==> config.mk <==
export PLATFORM = sky130hd
export DESIGN_NAME = shift_add_mul
export DESIGN_NICKNAME = d
export VERILOG_FILES = /design/src/rtl/shift_add_mul.sv
export SDC_FILE = /design/constraint.sdc
export NUM_CORES = 1
export LEC_CHECK = 0
export ABC_CLOCK_PERIOD_IN_PS = 16000
export CORE_MARGIN = 2
export CORE_UTILIZATION = 30
export CTS_BUF_LIST = sky130_fd_sc_hd__clkbuf_4
export CTS_CLUSTER_SIZE = 20
export DETAILED_ROUTE_END_ITERATION = 8
export GPL_ROUTABILITY_DRIVEN = 0
export PLACE_DENSITY_LB_ADDON = 0.12
export SLEW_MARGIN = 25
export SYNTH_ARGS = -nofsm -noshare
export SYNTH_HDL_FRONTEND = slang
export SYNTH_SLANG_ARGS = --single-unit
==> constraint.sdc <==
create_clock -name clk -period 16 [get_ports clk]
set_input_delay 1.6 -clock clk [delete_from_list [all_inputs] [get_ports clk]]
set_output_delay 1.6 -clock clk [all_outputs]
set_load 0.02 [all_outputs]
==> src/rtl/shift_add_mul.sv <==
// Iterative 32x32 unsigned shift-and-add multiplier: low 32 product bits plus an exact overflow flag.
// The multiplicand advances through leftmove and partial sums go through a gate-level ripple adder.

module leftmove (
  input  logic [31:0] value,
  output logic [31:0] shifted
);
  assign shifted = {value[30:0], 1'b0};
endmodule

module gadder32 (
  input  logic [31:0] x,
  input  logic [31:0] y,
  output logic [31:0] sum,
  output logic        carry
);
  logic [32:0] c;
  assign c[0] = 1'b0;

  for (genvar i = 0; i < 32; i++) begin : g_fa
    assign sum[i]   = x[i] ^ y[i] ^ c[i];
    assign c[i + 1] = (x[i] & y[i]) | (c[i] & (x[i] ^ y[i]));
  end

  assign carry = c[32];
endmodule

module shift_add_mul (
  input  logic        clk,
  input  logic        rst,
  input  logic        start,
  input  logic [31:0] a,
  input  logic [31:0] b,
  output logic        busy,
  output logic        done,
  output logic [31:0] product,
  output logic        ovf
);
  // Handshake: start is sampled only in IDLE; the accepting edge captures a/b and raises busy.
  // done is a one-cycle pulse; product/ovf update on the edge entering DONE and hold until the next.
  typedef enum logic [1:0] {IDLE, RUN, DONE} state_t;

  state_t      state;
  logic [31:0] m;
  logic [31:0] q;
  logic [31:0] p;
  logic        lost;
  logic        ov;

  logic [31:0] m_next;
  logic [31:0] sum;
  logic        carry;

  leftmove u_leftmove (
    .value   (m),
    .shifted (m_next)
  );

  gadder32 u_adder (
    .x     (p),
    .y     (m),
    .sum   (sum),
    .carry (carry)
  );

  always_ff @(posedge clk or posedge rst) begin
    if (rst) begin
      state   <= IDLE;
      m       <= '0;
      q       <= '0;
      p       <= '0;
      lost    <= 1'b0;
      ov      <= 1'b0;
      busy    <= 1'b0;
      done    <= 1'b0;
      product <= '0;
      ovf     <= 1'b0;
    end else begin
      case (state)
        IDLE: begin
          if (start) begin
            m     <= a;
            q     <= b;
            p     <= '0;
            lost  <= 1'b0;
            ov    <= 1'b0;
            busy  <= 1'b1;
            state <= RUN;
          end
        end
        RUN: begin
          if (q != '0) begin
            // An add with a bit already shifted past bit 31 means the true product is >= 2^32.
            if (q[0]) begin
              p  <= sum;
              ov <= ov | carry | lost;
            end
            m    <= m_next;
            lost <= lost | m[31];
            q    <= {1'b0, q[31:1]};
          end else begin
            product <= p;
            ovf     <= ov;
            done    <= 1'b1;
            state   <= DONE;
          end
        end
        DONE: begin
          done  <= 1'b0;
          busy  <= 1'b0;
          state <= IDLE;
        end
        default: begin
          done  <= 1'b0;
          busy  <= 1'b0;
          state <= IDLE;
        end
      endcase
    end
  end
endmodule

-- Word-level counts from Yosys, hierarchy flattened
Index checks and enable logic that the tools add are counted.
- output and inout bits: 35
- input bits: 67
- bits in registers: 135
- bitwise operators: 163
- muxes and demuxes: 23
- reductions and logical operators: 9
- eq/ne operators: 5
- operators with widths (cell ; number):
    $mux W32 ; 7
    $pmux W32 S2 ; 3
    $and A1 B1 Y1 ; 63
    $xor A1 B1 Y1 ; 63
    $or A1 B1 Y1 ; 34
    $reduce_bool A32 Y1 ; 1
    $ne A2 B2 Y1 const B ; 4
    $pmux W1 S2 ; 4
    $reduce_and A2 Y1 ; 4
    $mux W1 ; 6
    $mux W2 ; 2
    $pmux W2 S2 ; 1
    $reduce_and A4 Y1 ; 1
    $not A1 Y1 ; 3
    $reduce_and A3 Y1 ; 1
    $eq A2 B1 Y1 const B ; 1
    $logic_not A2 Y1 ; 1
    $reduce_bool A2 Y1 ; 1

-- Logic depth before layout (Yosys ltp)
Gate-level depths: netlist (run 1).
- depth after elaboration: 68
- mapped depth: 37

-- Cells and area by module
From an unflattened synthesis (run 1), not the netlist that was laid out.
- cell total of the unflattened synthesis: 610
- area total of the unflattened synthesis: 7345.8 µm²
- by module, submodules not included (module ; instances ; sequential area each (µm²) ; area an instance (µm²) ; cells each):
    shift_add_mul ; 1 ; 3378.2 ; 6431.2 ; 535
    gadder32 ; 1 ; 0.0 ; 670.6 ; 42
    leftmove ; 1 ; 0.0 ; 244.0 ; 33

-- Worst setup path before layout (run 1)
No wires, ideal clock.
- path kind: register -> register
- from: reg m[0]
- to: reg p[31]
- path slack: 3.620 ns
- arrival: 12.270 ns
- stages on the path, launching flop included: 37
- setup time: 0.110 ns
- path through: dfrtp_1 ha_1 inv_1 fa_1 fa_1 fa_1 fa_1 fa_1 fa_1 fa_1 fa_1 fa_1 fa_1 fa_1 fa_1 fa_1 fa_1 fa_1 fa_1 fa_1 fa_1 fa_1 fa_1 fa_1 fa_1 fa_1 fa_1 fa_1 fa_1 fa_1 fa_1 inv_1 fa_1 fa_1 inv_1 fa_1 o41ai_1
- word-level cells in the longest chain between the ends: 65
- RTL lines (element ; RTL line ; source):
    from (decl) ; 44 ; logic [31:0] m;
    from (signal assigned) ; 98 ; m <= m_next;
    $and A1 B1 Y1 (2 in a row) ; 22 ; assign c[i + 1] = (x[i] & y[i]) | (c[i] & (x[i] ^ y[i]));
    $or A1 B1 Y1 ; 22 ;
    $and A1 B1 Y1 ; 22 ;
    $or A1 B1 Y1 ; 22 ;
    $and A1 B1 Y1 ; 22 ;
    $or A1 B1 Y1 ; 22 ;
    $and A1 B1 Y1 ; 22 ;
    $or A1 B1 Y1 ; 22 ;
    (+48 left out) ; - ;
    $and A1 B1 Y1 ; 22 ;
    $or A1 B1 Y1 ; 22 ;
    $and A1 B1 Y1 ; 22 ;
    $or A1 B1 Y1 ; 22 ;
    $xor A1 B1 Y1 ; 21 ; assign sum[i] = x[i] ^ y[i] ^ c[i];
    $mux W32 ; 94 ; if (q[0]) begin
    $mux W32 ; 92 ; if (q != '0) begin
    $pmux W32 S2 ; 79 ; case (state)
    to (signal assigned) ; 95 ; p <= sum;
    to (decl) ; 46 ; logic [31:0] p;
No other way between the ends. The select of a mux whose other input is x is not followed.
A chain may end at the register's enable or synchronous reset.

-- Worst setup path in the final report (run 1)
Same ends and word-level chain as after synthesis.

==> metrics.txt, run 1 <==
status=finished, final reports clean; die height=155.5 um; DPL Wire Length=around 11 mm; Nets=approximately 810; cell with the most instances after synthesis=dfrtp_1; Gate power share=about 43%; Max VDD drop=approximately 0.000059 V; most used flip-flop cell after synthesis=dfrtp_1; sequential power share=40.9%; Post-synth EDFFs=0; PortBufs=approximately 100; vias per cell=around 5; worst-skew pair later-pin latency=approximately 540 ps; Post-Route WL=16.96 mm; clock buffer depth=2; Core ar.=0.02257 mm^2; period utilisation layout=approximately four fifths; DRC viols=0; Final WS setup=a little over 3000 ps; Post-Syn Area=0.006889 mm^2; CTS tree=built; drt first pass iters=4; Crit Path Class=flop to flop; sequential-to-total area share from yosys stat=49.04%; CP Launch Type=flop; Post-synth ARST share=100.0%; clk root buf=clkbuf_4; min-delay worst type=flop to flop; PwrDens=between 150 and 200 mW/mm^2; Worst-path clk slew=~120 ps; Int Pwr=between 0.9 and 1 mW; Slew Limit Fails=0; MaxCap Viol Count=0; Die X=155.5 um; Yosys top cell by area=dfrtp_1; final setup fails=0; initial antenna violation count=1; unrepaired setup endpoints after global routing=no; Clock Skew=about 22 ps; final hold vios=0; final core occ=roughly 37%; FP Rows=55; dpl ws=roughly 3100 ps; Slew HR=roughly half; fmax=~77 MHz; Max Fanout on Critical Path=3; sw frac=between 30% and 40%; DRT iter0 DRCs=between 200 and 250; syn nets=roughly 740; htree depth=4; Gate Count Post-Synth=640; boundary pin count=between 100 and 150; Overflow after GRT=0; CTS Sinks=~140; Inserted Clock Buffers=17; fraction of layout cells with a size suffix above 1=10.21%; CP most frequent cell=fa_1; Total GRT Usage=between 10% and 20%; Crit path largest cell delay=about 420 ps; fill count=approximately 2,200; post-CTS sizing=0; Worst EP required=~16,000 ps; hold path start=p[1]; WP data arrival=between 10,000 and 15,000 ps; Mapped Avg Cell Area=roughly 11 um^2; Static Leak=3.518 nW; area delta synth->final=22.01%; placed inst area=0.008088 mm^2; total power=1.451 mW; synth warn=0; # hold bufs at CTS=0; #FFs+latches synth=roughly 140; Setup crit end kind=flop; final instance area=between 0.008 and 0.009 mm^2; clock power share=around 16%; Synth area leaders=dfrtp_1 49%, a211oi_1 10%, fa_1 9.0%, mux2_4 6.1%, nor2_1 5.2%; Yosys top cell area share=about 50%; crit path time final=12,950 ps; vias after detailed routing=5,007; vias in the first global route=5,366; DRT antenna net count=0; largest net degree at the start of global routing=97; FF-to-FF Start=m[0]; Net Switching=0.5391 mW; Die ar.=0.02419 mm^2; Starting Density=between 30% and 40%; WL/cell=16.77 um; top cells by count, synth=135 x dfrtp_1, 96 x nor2_1, 95 x a211oi_1; Slew @ Worst Pin=roughly 750 ps; Fin Setup TNS=0 ps; Worst Setup SP=m[0]; first-pass GRT wire length=approximately 28 mm; Post-CTS Setup Bufs=0; synth unique cells=30; slowest CP cell=fa_1
registers in the layout (all words and copies together), names as in the netlist:
signal,count
p,32
ov,1
q,32
product,32
m,32
busy,1
done,1
state,2
lost,1
ovf,1
worst paths after layout:
check                               to  slack [ps]  cells after the start
max in group asynchronous  product[12]       13410                      4
hold reg to reg                   p[1]         520                      2
setup reg to reg                 p[31]        3050                     36
min in group asynchronous  product[23]        1490                      2
setup / recovery                 p[31]        3050                     36
hold / removal                    p[1]         520                      2
layout make-up:
class,count,area [um^2],share of cell area (%)
Clock buffer,19,142.6,1.697
Antenna cell,1,2.502,0.02977
Sequential cell,135,3378,40.19
Inverter,66,252.7,3.007
Clock inverter,13,136.4,1.623
Multi-Input combinational cell,384,3033,36.08
Tap cell,285,356.6,4.242
Timing Repair Buffer,108,1104,13.13
power groups by stage:
stage                     Clock (mW)  Sequential, mW  Combinational, mW
final                          0.235           0.594              0.623
after global routing           0.259           0.615              0.720
after CTS                      0.244           0.596              0.632
after detailed placement           0           0.603              0.627
after global placement             0           0.596              0.614
after floorplan                    0           0.618              0.405
per-stage QoR:
step                instances  hold slack (ps)
finish                   1011            517.0
global route             1011            545.3
CTS                      1009            521.0
detailed placement        977            495.6
global placement          976            488.8
floorplan                 640            464.0
cell families after synthesis:
family / Yosys count / share of synthesized area, %
adders and majority gates: 32 / 9.190
DFF: 135 / 49.04
AOI/OAI and AO/OA: 165 / 18.18
buffers and inverters: 121 / 7.374
muxes: 34 / 7.065
and+or+nand+nor: 153 / 9.154
cells in the final DEF (no fill, tap or decap), drive strengths merged, types with 7 or more instances in the layout:
cell type      Yosys  routed
clkinv             0      10
nand2             41      41
a311oi            29      29
o31ai             28      28
mux2              33      33
nor2              96      96
a211oi            95      95
nor4               8       8
buf               25       7
dfrtp            135     135
clkdlybuf4s50      0     101
o21ai              7       7
fa                31      31
clkbuf            30      19
inv               66      66
layer usage:
layer	wire (um)	track usage, %	part of all wire [%]	vias up
li1	-	-	-	2391
met1	8362	20.99	49	2487
met2	7720	22.78	46	113
met3	697	3.278	4.1	16
met4	175	4.194	1.0	0
met5	0	0	0	-
critical path: cells and delay by family (launching register included):
family | cells | cell delay, ps
flip-flops | 1 | 390
AO/OA/AOI/OAI | 1 | 330
buffers and inverters | 3 | 160
adder cells (fa/ha/maj) | 32 | 11940
No activity file was read; power rests on OpenSTA's default activity.
==> inputs of run 2 (changes only) <==
ABC_CLOCK_PERIOD_IN_PS = 13500   (was 16000)
clock period = 13.5 ns   (was 16 ns; I/O delays follow)
==> run 2 against run 1 <==
Cell area is 0.21% higher; combinational power is 20% higher; via count is 0.62% higher; critical path depth stayed put; maximum frequency hardly changed; clock power is 21% higher; sequential share of layout area is 0.084 points lower; global-route usage is 0.063 points lower; clock skew is 4.6 ps lower; die area stayed put; critical endpoint unchanged; largest cell class unchanged.
==> metrics.txt, run 2 (same netlist as run 1, synthesis figures left out) <==
status=finished, final reports clean (unchanged); fmax=77.29 MHz (was 77.25 MHz); FP Rows=55 (unchanged); vias per cell=4.983 (was 4.953); GRT busiest layer=met2 (unchanged); delay-heaviest family, CP=adder cells (unchanged); vias in the first global route=5,291 (was 5,366); Worst-path clk slew=130 ps (was 120 ps); Clock Skew=17.87 ps (was 22.44 ps); MaxCap Viol Count=0 (unchanged); CP bufs+invs=3 (unchanged); clock buffer depth=2 (unchanged); htree depth=4 (unchanged); Worst EP required=13,930 ps (was 16,440 ps); Fin Hold WS=515.5 ps (was 517.0 ps); WL/cell=16.80 um (was 16.77 um); Post-Route WL=16.98 mm (was 16.96 mm); fraction of layout cells with a size suffix above 1=10.62% (was 10.21%); DRT antenna net count=0 (unchanged); fill count=2,253 (was 2,231); PortBufs=101 (unchanged); total power=1.733 mW (was 1.451 mW); Total GRT Usage=14.72% (was 14.78%); Max Fanout on Critical Path=3 (unchanged); DPL Wire Length=10.50 mm (was 10.52 mm); first-pass GRT wire length=28.15 mm (was 28.43 mm); DRC viols=0 (unchanged); GR met1 Demand/Resource=20.77% (was 20.99%); placed cells=977 (unchanged); CTS Sinks=135 (unchanged); met2 Track Usage GR=23.11% (was 22.78%); CP Launch Type=flop (unchanged); placed inst area=0.008088 mm^2 (unchanged); WP data arrival=13,370 ps (was 13,380 ps); CP most frequent cell=fa_1 (unchanged); slowest CP cell=fa_1 (unchanged); met3 Resource Use GR=3.028% (was 3.278%); Die ar.=0.02419 mm^2 (unchanged); vias after detailed routing=5,038 (was 5,007); DRT iter0 DRCs=224 (was 207); Crit path largest cell delay=440 ps (was 420 ps); Inserted Clock Buffers=17 (unchanged); largest net degree at the start of global routing=97 (unchanged); Fin Setup TNS=0 ps (unchanged); unrepaired setup endpoints after global routing=no (unchanged); Crit Path Class=flop to flop (unchanged); Starting Density=30.52% (unchanged); Setup crit end kind=flop (unchanged); drt first pass iters=5 (was 4); initial antenna violation count=1 (unchanged); clk root buf=clkbuf_4 (unchanged); Nets=811 (unchanged); Post-Layout Cell Count=1,011 (unchanged); Static Leak=3.519 nW (was 3.518 nW); commonest non-fill, non-tap cells in the layout=135 x dfrtp_1, 101 x clkdlybuf4s50_1, 96 x nor2_1 (unchanged); # hold bufs at CTS=0 (unchanged); Slew @ Worst Pin=756.2 ps (was 748.5 ps); final instance area=0.008423 mm^2 (was 0.008406 mm^2); PwrDens=205.7 mW/mm^2 (was 172.7 mW/mm^2); period utilisation layout=95.84% (was 80.91%); die height=155.5 um (unchanged); Slew HR=49.59% (was 50.10%); Max VDD drop=0.00005760 V (was 0.00005857 V); min-delay worst type=flop to flop (unchanged); CTS tree=built (unchanged); worst-skew pair later-pin latency=530 ps (was 540 ps); commonest non-fill, non-tap cell in the layout=dfrtp_1 (unchanged); final setup fails=0 (unchanged); Core ar.=0.02257 mm^2 (unchanged); crit path time final=12,940 ps (was 12,950 ps); Die X=155.5 um (unchanged); Slew Limit Fails=0 (unchanged); boundary pin count=102 (unchanged); Overflow after GRT=0 (unchanged); area delta synth->final=22.27% (was 22.01%); final hold vios=0 (unchanged)
-- run 2: cell types whose count changed in the layout (fill, tap and decap cells not counted) --
cell / previous run / this run
clkbuf_4: 19 / 17
clkinv_1: 6 / 4
clkinv_4: 1 / 3
clkinvlp_4: 0 / 2
o41ai_1: 1 / 0
o41ai_2: 0 / 1
-- run 2: layout make-up --
type	count	area, um^2	area share [%]
flip-flops and latches	135	3378	40.11
multi-input cells	384	3040	36.10
repair buffers	108	1104	13.10
well taps	285	356.6	4.234
inverters	66	252.7	3.001
clock inverters	15	161.4	1.916
clock buffers	17	127.6	1.515
diodes	1	2.502	0.02971
-- run 2: routing by layer --
layer	share of wire, %	routed length [um]
met1	49	8272
met4	0.72	123
met5	0	0
met3	4.1	694
met2	46	7892
-- run 2: path summary, 6_finish.rpt --
kind                            start     endpoint  slack, ps  depth (start not counted)
worst min-delay path            p[17]        p[17]        520                          2
worst min register to register  p[17]        p[17]        520                          2
max in group asynchronous         rst  product[10]      11130                          4
worst max register to register   p[0]        p[31]        560                         36
worst max-delay path             p[0]        p[31]        560                         36
min in group asynchronous         rst  product[20]       1240                          2
-- run 2: what timing repair did --
item / CTS / global route
setup buffers: 0 / 0
resized for setup: 0 / 1
setup endpoints to repair: 0 / 1
-- run 2: worst reg2reg max path: cells and delay by family (launching register included) --
family,cells,cell delay [ps]
compound gates,1,310
buf+inv,3,160
fa+ha+maj,32,11960
flops,1,390
-- run 2: per-stage QoR --
| stage | utilization [%] | setup slack, ps |
|---|---|---|
| detailed placement | 35.83 | 565.9 |
| floorplan | - | 1120 |
| global placement | 35.70 | 633.3 |
| CTS | 37.11 | 504.3 |
| global route | 37.32 | 52.98 |
| finish | 37.32 | 562.0 |
-- run 2: report_power, final --
part | internal (mW) | switching [mW] | total, mW
clock network | 0.126 | 0.158 | 0.284
registers | 0.580 | 0.124 | 0.704
logic | 0.376 | 0.368 | 0.745
